$ cat src/rtl/neural_argmax_seg.sv
// Streaming arg-max over NUM_CLASSES serial scores, with a registered seven-segment result.
// Define NEURAL_SEG_DP_EN to show non-confident results as the digit with dp lit instead of blank.
module neural_argmax_seg #(
  parameter  int NUM_CLASSES = 10,
  parameter  int DATA_W      = 16,
  localparam int IDX_W       = (NUM_CLASSES <= 1) ? 1 : $clog2(NUM_CLASSES)
) (
  input  logic              clk,
  input  logic              n_rst,
  input  logic [DATA_W-1:0] score_in,
  input  logic              score_valid,
  output logic              score_ready,
  input  logic              frame_clr,
  input  logic [DATA_W-1:0] conf_margin,
  output logic [7:0]        seven_seg,
  output logic [IDX_W-1:0]  class_idx,
  output logic              confident,
  output logic              result_valid
);

  typedef enum logic {ACCUM, DECIDE} state_t;

  state_t            r_state;
  logic [IDX_W-1:0]  r_beat;
  logic [DATA_W-1:0] r_best;
  logic [DATA_W-1:0] r_second;
  logic [IDX_W-1:0]  r_best_idx;
  logic [7:0]        r_seven_seg;
  logic [IDX_W-1:0]  r_class_idx;
  logic              r_confident;
  logic              r_result_valid;

  logic              w_first;
  logic              w_last;
  logic [DATA_W-1:0] w_diff;
  logic              w_conf;
  logic [7:0]        w_seg;
  logic [7:0]        w_seg_nc;

  function automatic logic [7:0] f_seg(input logic [IDX_W-1:0] idx);
    logic [31:0] w;
    w     = 32'(idx);
    f_seg = 8'h40;
    if (w < 32'd16) begin
      case (w[3:0])
        4'h0: f_seg = 8'h3F;
        4'h1: f_seg = 8'h06;
        4'h2: f_seg = 8'h5B;
        4'h3: f_seg = 8'h4F;
        4'h4: f_seg = 8'h66;
        4'h5: f_seg = 8'h6D;
        4'h6: f_seg = 8'h7D;
        4'h7: f_seg = 8'h07;
        4'h8: f_seg = 8'h7F;
        4'h9: f_seg = 8'h6F;
        4'hA: f_seg = 8'h77;
        4'hB: f_seg = 8'h7C;
        4'hC: f_seg = 8'h39;
        4'hD: f_seg = 8'h5E;
        4'hE: f_seg = 8'h79;
        default: f_seg = 8'h71;
      endcase
    end
  endfunction

  assign score_ready = (r_state == ACCUM) & ~frame_clr;
  assign w_first     = (r_beat == '0);
  assign w_last      = (r_beat == IDX_W'(NUM_CLASSES - 1));
  // best >= second always holds, so the difference cannot wrap
  assign w_diff      = r_best - r_second;
  assign w_conf      = (w_diff >= conf_margin);
  assign w_seg       = f_seg(r_best_idx);
`ifdef NEURAL_SEG_DP_EN
  assign w_seg_nc    = {1'b1, w_seg[6:0]};
`else
  assign w_seg_nc    = 8'h00;
`endif

  always_ff @(posedge clk or negedge n_rst) begin
    if (!n_rst) begin
      r_state        <= ACCUM;
      r_beat         <= '0;
      r_best         <= '0;
      r_second       <= '0;
      r_best_idx     <= '0;
      r_seven_seg    <= 8'h00;
      r_class_idx    <= '0;
      r_confident    <= 1'b0;
      r_result_valid <= 1'b0;
    end else begin
      r_result_valid <= 1'b0;
      case (r_state)
        ACCUM: begin
          if (frame_clr) begin
            r_beat     <= '0;
            r_best     <= '0;
            r_second   <= '0;
            r_best_idx <= '0;
          end else if (score_valid) begin
            if (w_first) begin
              r_best     <= score_in;
              r_best_idx <= '0;
              r_second   <= '0;
            end else if (score_in > r_best) begin
              r_second   <= r_best;
              r_best     <= score_in;
              r_best_idx <= r_beat;
            end else if (score_in > r_second) begin
              r_second   <= score_in;
            end
            if (w_last) r_state <= DECIDE;
            else        r_beat  <= r_beat + 1'b1;
          end
        end
        DECIDE: begin
          r_class_idx    <= r_best_idx;
          r_confident    <= w_conf;
          r_seven_seg    <= w_conf ? w_seg : w_seg_nc;
          r_result_valid <= 1'b1;
          r_beat         <= '0;
          r_state        <= ACCUM;
        end
        default: r_state <= ACCUM;
      endcase
    end
  end

  assign seven_seg    = r_seven_seg;
  assign class_idx    = r_class_idx;
  assign confident    = r_confident;
  assign result_valid = r_result_valid;

endmodule

$ cat config.mk
export PLATFORM = sky130hd
export DESIGN_NAME = neural_argmax_seg
export DESIGN_NICKNAME = d
export VERILOG_FILES = /design/src/rtl/neural_argmax_seg.sv
export SDC_FILE = /design/constraint.sdc
export NUM_CORES = 1
export LEC_CHECK = 0
export ABC_AREA = 1
export ABC_CLOCK_PERIOD_IN_PS = 4100
export BUFFER_PORTS_ARGS = -buffer_cell sky130_fd_sc_hd__buf_4
export CAP_MARGIN = 5
export CORE_MARGIN = 2
export CORE_UTILIZATION = 52
export CTS_BUF_LIST = sky130_fd_sc_hd__clkbuf_8 sky130_fd_sc_hd__clkbuf_16
export DETAILED_ROUTE_END_ITERATION = 8
export PLACE_DENSITY = 0.69
export SKIP_LAST_GASP = 1
export SLEW_MARGIN = 5
export SYNTH_ARGS = -nofsm -noshare
export SYNTH_HDL_FRONTEND = slang
export SYNTH_SLANG_ARGS = --single-unit
$ cat constraint.sdc
create_clock -name clk -period 4.1 [get_ports clk]
set_input_delay 0.615 -clock clk [delete_from_list [all_inputs] [get_ports clk]]
set_output_delay 0.615 -clock clk [all_outputs]
set_load 0.05 [all_outputs]
==> reports/summary.txt, run 1 <==
Cell Count, Final, Fillers Out: 812
Met1 Use GR: 0.317
Post-route antenna net violation count: 0
Worst min path class: in -> async
Pin count of the biggest net entering global routing: 55
Critical Path Source Type: flop
Pleak: 0.00284 uW
Grt met3 use: 0.0306
Asr flop ratio synth: 1.00
First-pass GRT wire length: 19200 um
Placer congestion estimate: 0.829
Finish-stage setup viols: 0
DP Wirelength: 8540 um
Drt wl/cell: 13.7 um
Reg2Reg Setup Slack: 910 ps
Clk root buf: clkbuf_8
Crit path kind: reg -> reg
Crit Reg-Reg Endpoint: seven_seg[4]
Layout cell share with drive strength beyond 1: 0.140
Final Critical Period: 3190 ps
Number of fill cells: 856
CTS resizes: 0
Max Slew Vio Count: 0
Netlist cell types: 39
CP Max Fanout: 8
Synth top area share: 0.281
Die Width: 100 um
Setup TNS: 0 ps
Initial antenna violation count: 0
Crit path arrival time: 3400 ps
Synthesis-to-layout area growth: 10.6%
H-tree levels: 2
GR Overflow Total: 0
Initial DRC Count: 194
Count leader, synth: nand2_1
DRC viols: 0
R2r worst-path depth: 15
Clock buffer count from CTS: 5
Ranking of synthesized cells by area: dfrtp_1 28%, ha_1 18%, nand2_1 15%
Clock buffer depth: 2
CTS tree: built
Synth area leader: dfrtp_1
Critical path origin: r_best[0]
Req. time, crit path: 4310 ps
Register area: 1350 um^2
Status: completed
Hold Vio Cnt, Final: 0
Sequential-to-total area share from yosys stat: 0.281
Slew of the pin with the lowest slew margin: 726 ps
GRT Total Usage: 0.234
Fmax: 314 MHz
CORE AREA: 9110 um^2
Unrepaired setup endpoints after global routing: no
IO buf count: 49
Gr busiest metal: met2
Multi-input gate area: 2960 um^2
Slew HR: 0.516
Pre-antenna DRT Iters: 5
#FFs+latches synth: 54
Clk pin slew, worst setup/hold paths: 110 ps
Syn_nets: 766
Grt met2 use: 0.400
Cells after synthesis: 658
Worst VDD drop: 0.184 mV
CTS Hold Bufs: 0
Clock skew: 8.64 ps
Die area: 10000 um^2
Power per standard cell area: 381 nW/um^2
Chip height: 100 um
Pwr Total: 2030 uW
Nets: 808
Cell area after synthesis: 4810 um^2
Mean post-synth cell area: 7.32 um^2
Placed instance count: 804
PnR worst setup slack: 913 ps
EDFF count, synth: 0
Synth Warn #: 0
Max-cap check violation count: 0
Launching point of the worst reg2reg path: r_best[0]
Row count: 35
Synth top cells by count: 196 x nand2_1, 96 x inv_1, 71 x ha_1, 54 x dfrtp_1, 40 x a21oi_1
Initial core utilization: 0.528
Setup Fix Bufs, Post-CTS: 0
Routed Wire Length: 11100 um
Main flop type after synthesis: dfrtp_1
Final worst path period share: 0.777
Worst-Skew Late Latency: 310 ps
Via count: 4257
Crit. End Element: flop
DP Worst Slack: 933 ps
Number of global-route vias before repair: 4112
Vias/cell: 5.24
N_diodes: 0
Io pins: 51
CTS Sinks: 54
-- routing by layer --
metal,vias up,part of all wire
li1,2199,-
met1,1937,0.47
met2,108,0.47
met3,13,0.047
met4,0,0.012
met5,-,0
-- worst max-delay path by stage --
stage                         to  slack, ps  cells past startpoint
floorplan           seven_seg[0]       1280                     15
global placement    seven_seg[4]       1010                     15
detailed placement  seven_seg[4]        930                     15
CTS                 seven_seg[4]        900                     15
global route        seven_seg[4]        610                     15
finish              seven_seg[4]        910                     15
-- report_power, final --
group / switching [uW] / internal [uW] / total, uW
registers: 46.5 / 582 / 629
logic: 636 / 390 / 1030
clock network: 191 / 184 / 375
total: 874 / 1160 / 2030
-- logic make-up after synthesis --
| kind of cell | synth area share |
|---|---|
| buffers and inverters | 0.104 |
| xor gates and xnor gates | 0.0273 |
| AOI/OAI and AO/OA | 0.111 |
| other | 0.000779 |
| DFF | 0.281 |
| adders and majority gates | 0.189 |
| and+or+nand+nor | 0.287 |
-- critical path, cell delays in order (launching register included) --
cell	delay, ps
dfrtp_1	380
inv_1	70
ha_1	220
fa_1	420
o21ai_1	260
a21boi_0	180
o21ai_1	220
a21oi_1	110
xor2_1	150
ha_1	270
nand2_1	80
o21ai_0	90
a21oi_1	140
nand3_1	250
nand3b_1	170
nand2_1	50
-- registers in the layout, summed over array words and instances, names as in the netlist, 4 cells and up --
signal,count
r_best,16
r_second,16
seven_seg,7
r_beat,4
class_idx,4
r_best_idx,4
-- layout by cell type (no fill, tap or decap), drive strengths merged, types with 2 or more instances in the layout --
master  netlist  layout
dfrtp        54      54
ha           71      71
a21oi        40      40
buf          12      52
a21boi        2       2
nand4         6       6
nand2       202     202
xnor2         4       4
clkbuf        5       5
inv          98      99
nand3b        2       2
nand3        53      53
xor2         11      11
nor3          5       5
o21ai        47      47
clkinv        1       2
nor2         36      36
-- final cells by class --
class,count,area share
clock inverter,3,0.00823
sequential,54,0.254
inverter,99,0.0698
multi-input combinational,488,0.556
clock buffer,5,0.0129
timing repair buffer,52,0.0733
tap,111,0.0261
-- stage by stage --
step                 util  cell area, um^2  hold WS (ps)
CTS                 0.584             5320           376
global placement    0.572             5210           465
global route        0.584             5320           386
floorplan               -             4810           319
finish              0.584             5320           313
detailed placement  0.572             5210           469
(Power assumes the default switching activity.)
==> inputs of run 2 (changes only) <==
ABC_CLOCK_PERIOD_IN_PS = 2800   (was 4100)
PLACE_DENSITY = 0.72   (was 0.69)
clock period = 2.8 ns   (was 4.1 ns; I/O delays follow)
==> run 2 against run 1 <==
  * The flow now finishes with violations (negative setup slack)
  * Sequential power up 47%
  * Clock power up 43%
  * Critical path depth up 1
  * Cell area up 10%
  * Clock skew down 4.3 ps
  * Final cell count up 4.8%
  * Critical endpoint unchanged
  * Largest cell class unchanged
  * Highest routed layer unchanged
==> reports/summary.txt, run 2 (synthesized netlist as in run 1, its figures left out) <==
Hold Vio Cnt, Final: 0
Synthesis-to-layout area growth: 21.6%
Crit. End Element: flop
Critical Path Source Type: flop
Crit-path slowest cell: dfrtp_1
Slew of the pin with the lowest slew margin: 718 ps
CORE AREA: 9110 um^2
CP Max Fanout: 8
Slew HR: 0.521
Pin count of the biggest net entering global routing: 55
Initial DRC Count: 231
Die Width: 100 um
Critical Path, Cell by Cell: ha_4, nand2_1, o21ai_0, nand2_1, nand4_1, a21oi_2, xor2_1, ha_1, nand2_2, inv_2, nand3_2, nor3_2, nand2_1, nand3_4, nand3b_1, nand2_1
DRC viols: 0
Clock buffer depth: 2
Crit path kind: reg -> reg
Vias/cell: 5.31
Placer congestion estimate: 0.869
Layout cell share with drive strength beyond 1: 0.235
Row count: 35
Max-cap check violation count: 0
Clk root buf: clkbuf_8
Via count: 4515
Routed Wire Length: 11900 um
Crit path arrival time: 3080 ps
Unrepaired setup endpoints after global routing: yes
Req. time, crit path: 3060 ps
Final Util: 0.643
Nets: 848
H-tree levels: 2
Number of fill cells: 816
Pleak: 0.00305 uW
Setup TNS: -44.6 ps
DP Wirelength: 8940 um
Worst VDD drop: 0.292 mV
Number of global-route vias before repair: 4307
Chip height: 100 um
Crit path top cell by count: nand2_1
Pre-antenna DRT Iters: 5
CTS Sinks: 54
IO buf count: 49
Slowest Stage Delay on Critical Path: 460 ps
Die area: 10000 um^2
Status: complete, but fails checks
Io pins: 51
Initial core utilization: 0.528
Drt wl/cell: 14.0 um
Commonest non-fill, non-tap cell in the layout: nand2_1
Max Slew Vio Count: 0
Initial antenna violation count: 0
Clock buffer count from CTS: 5
N_diodes: 0
PnR worst setup slack: -20.4 ps
Finish-stage setup viols: 6
Clock skew: 4.32 ps
Post-route antenna net violation count: 0
First-pass GRT wire length: 19800 um
GRT Total Usage: 0.242
Most frequent cells in the layout: 195 x nand2_1, 93 x inv_1, 92 x buf_4, 61 x ha_1, 53 x dfrtp_1
CTS tree: built
Final Critical Period: 2820 ps
Clk pin slew, worst setup/hold paths: 100 ps
DP Worst Slack: -210 ps
GR Overflow Total: 0
Worst min path class: in -> async
Violated checks: negative setup slack
Worst-Skew Late Latency: 310 ps
Power per standard cell area: 576 nW/um^2
Fmax: 355 MHz
Final worst path period share: 1.01
run 2: changes by cell type in the layout (fill, tap and decap cells not counted), sizes merged:
cell  previous run  this run
inv             99        98
buf             52        92
run 2: layer usage:
metal	share of wire	vias to the layer above	GRT usage
li1	-	2286	-
met1	0.45	2076	0.323
met2	0.47	125	0.403
met3	0.051	28	0.0313
met4	0.025	0	0.0864
met5	0	-	0
run 2: cell type report:
class | count | area [um^2] | area share
inverters | 99 | 372 | 0.0635
clock buffers | 5 | 68.8 | 0.0118
well taps | 111 | 139 | 0.0237
flip-flops and latches | 54 | 1350 | 0.231
clock inverters | 2 | 38.8 | 0.00663
repair buffers | 92 | 691 | 0.118
multi-input cells | 488 | 3190 | 0.545
run 2: where the power goes:
group	internal (uW)	switching [uW]	leakage [uW]	total [uW]
combinational	826	1080	0.00231	1910
clock	264	274	0.0000542	538
sequential	853	72.5	0.000688	925
run 2: per-stage QoR:
| stage | hold WS, ps | instances | power (uW) | cell area, um^2 |
|---|---|---|---|---|
| 4_1_cts | 178 | 844 | 3200 | 5620 |
| 3_3_place_gp | 466 | 835 | 2530 | 5450 |
| 3_5_place_dp | 468 | 835 | 2600 | 5450 |
| 6_report | 125 | 851 | 3370 | 5850 |
| 5_1_grt | 201 | 851 | 3680 | 5850 |
| 2_1_floorplan | 124 | 658 | 2090 | 4820 |
run 2: worst max-delay path, delay by kind of cell, from the launching register on:
family | cells | cell delay, ps
fa+ha+maj | 2 | 670
xor+xnor | 1 | 150
compound gates | 2 | 300
buf+inv | 1 | 50
simple gates | 10 | 1120
flops | 1 | 460
run 2: timing repair:
| action | 4_1_cts | 5_1_grt |
|---|---|---|
| hold endpoints to repair | 0 | 0 |
| gates resized for setup | 13 | 33 |
| buffers inserted | 2 | 7 |
| hold buffers | 0 | 0 |
| setup endpoints to repair | 8 | 8 |
| pin swaps | 6 | 17 |
run 2: path summary, 6_finish.rpt:
check	start	to	slack, ps	cells past startpoint
worst max-delay path	r_best[5]	seven_seg[4]	-20	16
worst min-delay path	n_rst	r_second[2]	130	1
worst max register to register	r_best[5]	seven_seg[4]	-20	16
worst min register to register	seven_seg[4]	seven_seg[4]	480	2
max in group asynchronous	n_rst	r_best[9]	2140	1
min in group clk	score_valid	r_state	320	3
==> inputs of run 3 (changes only) <==
GPL_TIMING_DRIVEN = 0   (was unset)
RECOVER_POWER = 100   (was unset)
==> run 3 against run 2 <==
  * The run still ends with negative setup slack left
  * Critical path depth fell by 1
  * Flip-flop and latch count did not move
  * Die area did not move
  * Non-clock buffer count fell by 15
  * Clock skew rose by 6.0 ps
  * Combinational power fell by 6%
  * Critical endpoint is now seven_seg[0]
  * Largest power group unchanged
==> reports/summary.txt, run 3 (synthesized netlist as in run 1, its figures left out) <==
Post-route antenna net violation count: 0
Pre-antenna DRT Iters: 4
CP Max Fanout: 8
Drt wl/cell: 13.8 um
Max-cap check violation count: 0
Hold Vio Cnt, Final: 0
Number of global-route vias before repair: 4294
Die Width: 100 um
Slew HR: 0.0599
Routed Wire Length: 11600 um
Share of power burned in registers: 0.288
DRC viols: 0
Layout cell share with drive strength beyond 1: 0.168
Pleak: 0.00291 uW
DP Wirelength: 8890 um
Clk root buf: clkbuf_8
Switching power: 1440 uW
PnR worst setup slack: -97.4 ps
CTS Sinks: 54
Delay-heaviest family, CP: simple AND/OR/NAND/NOR gates
Crit-path slowest cell: dfrtp_1
Switching Fraction: 0.451
Finish-stage setup viols: 8
Hold Crit Depth: 3
Crit Reg-Reg Endpoint: seven_seg[0]
CP endpoint: seven_seg[0]
CTS tree: built
Unrepaired setup endpoints after global routing: yes
Critical Path Source Type: flop
CORE AREA: 9110 um^2
R2r worst-path depth: 15
Clock buffer depth: 2
Reg2Reg Setup Slack: -100 ps
Crit path top cell by count: nand2_1
Cell internal pwr: 1760 uW
Pwr Total: 3200 uW
Worst-Skew Late Latency: 320 ps
Row count: 35
Placer congestion estimate: 0.865
Final worst path period share: 1.03
Critical Path, Cell by Cell: ha_1, a21oi_1, o21ai_0, nand2_1, nand4_1, buf_4, buf_4, xor2_1, ha_1, nand3_4, nor3_4, nand2_1, nand3_4, nand3b_1, nand2_1
Clock buffer count from CTS: 5
Chip height: 100 um
Max Slew Vio Count: 0
Buf+Inv Stages, Crit Path: 2
Comb pwr share: 0.560
Io pins: 51
Vias/cell: 5.24
Design Area, Final: 5560 um^2
N_diodes: 0
Levels on crit path: 15
Crit path arrival time: 3160 ps
Fmax: 345 MHz
Final Critical Period: 2900 ps
Critical path origin: r_best[7]
IO buf count: 49
Initial core utilization: 0.528
Placed Area: 5330 um^2
Via count: 4387
Req. time, crit path: 3070 ps
Nets: 833
Worst min path class: in -> reg
Clock power share: 0.152
Clk pin slew, worst setup/hold paths: 110 ps
Synthesis-to-layout area growth: 15.5%
GR Overflow Total: 0
Launching point of the worst reg2reg path: r_best[7]
Status: complete, but fails checks
Crit. End Element: flop
Clock skew: 10.3 ps
GRT Total Usage: 0.244
Worst VDD drop: 0.294 mV
DP Worst Slack: -446 ps
Slew of the pin with the lowest slew margin: 1410 ps
Commonest non-fill, non-tap cell in the layout: nand2_1
Die area: 10000 um^2
First-pass GRT wire length: 19800 um
Most frequent cells in the layout: 198 x nand2_1, 94 x inv_1, 67 x ha_1, 54 x dfrtp_1, 48 x buf_4
Power per standard cell area: 576 nW/um^2
Initial antenna violation count: 0
Pin count of the biggest net entering global routing: 55
Initial DRC Count: 236
Crit path kind: reg -> reg
Violated checks: negative setup slack
Slowest Stage Delay on Critical Path: 420 ps
H-tree levels: 2
## run 3: cell count changes in the layout (fill, tap and decap cells not counted), sizes merged
cell    before  now
bufinv       1    0
buf         92   57
inv         98  100
clkbuf       5   25
## run 3: worst min path at each step
stage	start	endpoint	slack [ps]
final	score_valid	r_state	310
after global routing	score_valid	r_state	310
after CTS	n_rst	r_second[10]	170
after detailed placement	r_state	result_valid	420
after global placement	r_state	result_valid	410
after floorplan	n_rst	class_idx[0]	120
## run 3: tightest hold or removal path: cells and delay by family
kind / cells / cell delay, ps
AND/OR/NAND/NOR: 1 / 40
buffers and inverters: 2 / 150
## run 3: power groups by stage
stage	logic [uW]	clock network, uW	registers (uW)
floorplan	1160	0	934
global placement	1480	0	932
detailed placement	1540	0	934
CTS	1730	502	921
global route	2030	529	933
finish	1800	486	922
## run 3: timing repair
action	4_1_cts	5_1_grt
resized for setup	28	6
hold buffers	0	0
pin swaps	17	12
setup buffers	7	4
setup endpoints to repair	8	8
## run 3: area by class of cell
| cell class | count | area, um^2 |
|---|---|---|
| fillers | 842 | 3550 |
| multi-input cells | 488 | 3080 |
| flip-flops and latches | 54 | 1350 |
| repair buffers | 60 | 395 |
| inverters | 99 | 374 |
| well taps | 111 | 139 |
| plain buffers | 17 | 119 |
| clock buffers | 5 | 68.8 |
| clock inverters | 3 | 28.8 |
## run 3: routing by layer
metal | global-route usage | vias to the layer above | wire, um
met5 | 0 | - | 0
met4 | 0.0832 | 0 | 285
met3 | 0.0341 | 20 | 596
met2 | 0.421 | 115 | 5550
met1 | 0.313 | 2003 | 5140
li1 | - | 2249 | -
## run 3: stage by stage
step           utilization  hold slack [ps]  instances  TNS, ps
2_1_floorplan            -              124        658        0
3_3_place_gp         0.585              407        818    -3080
3_5_place_dp         0.585              418        818    -3450
4_1_cts              0.616              169        833     -181
5_1_grt              0.610              307        837    -2990
6_report             0.610              312        837     -625
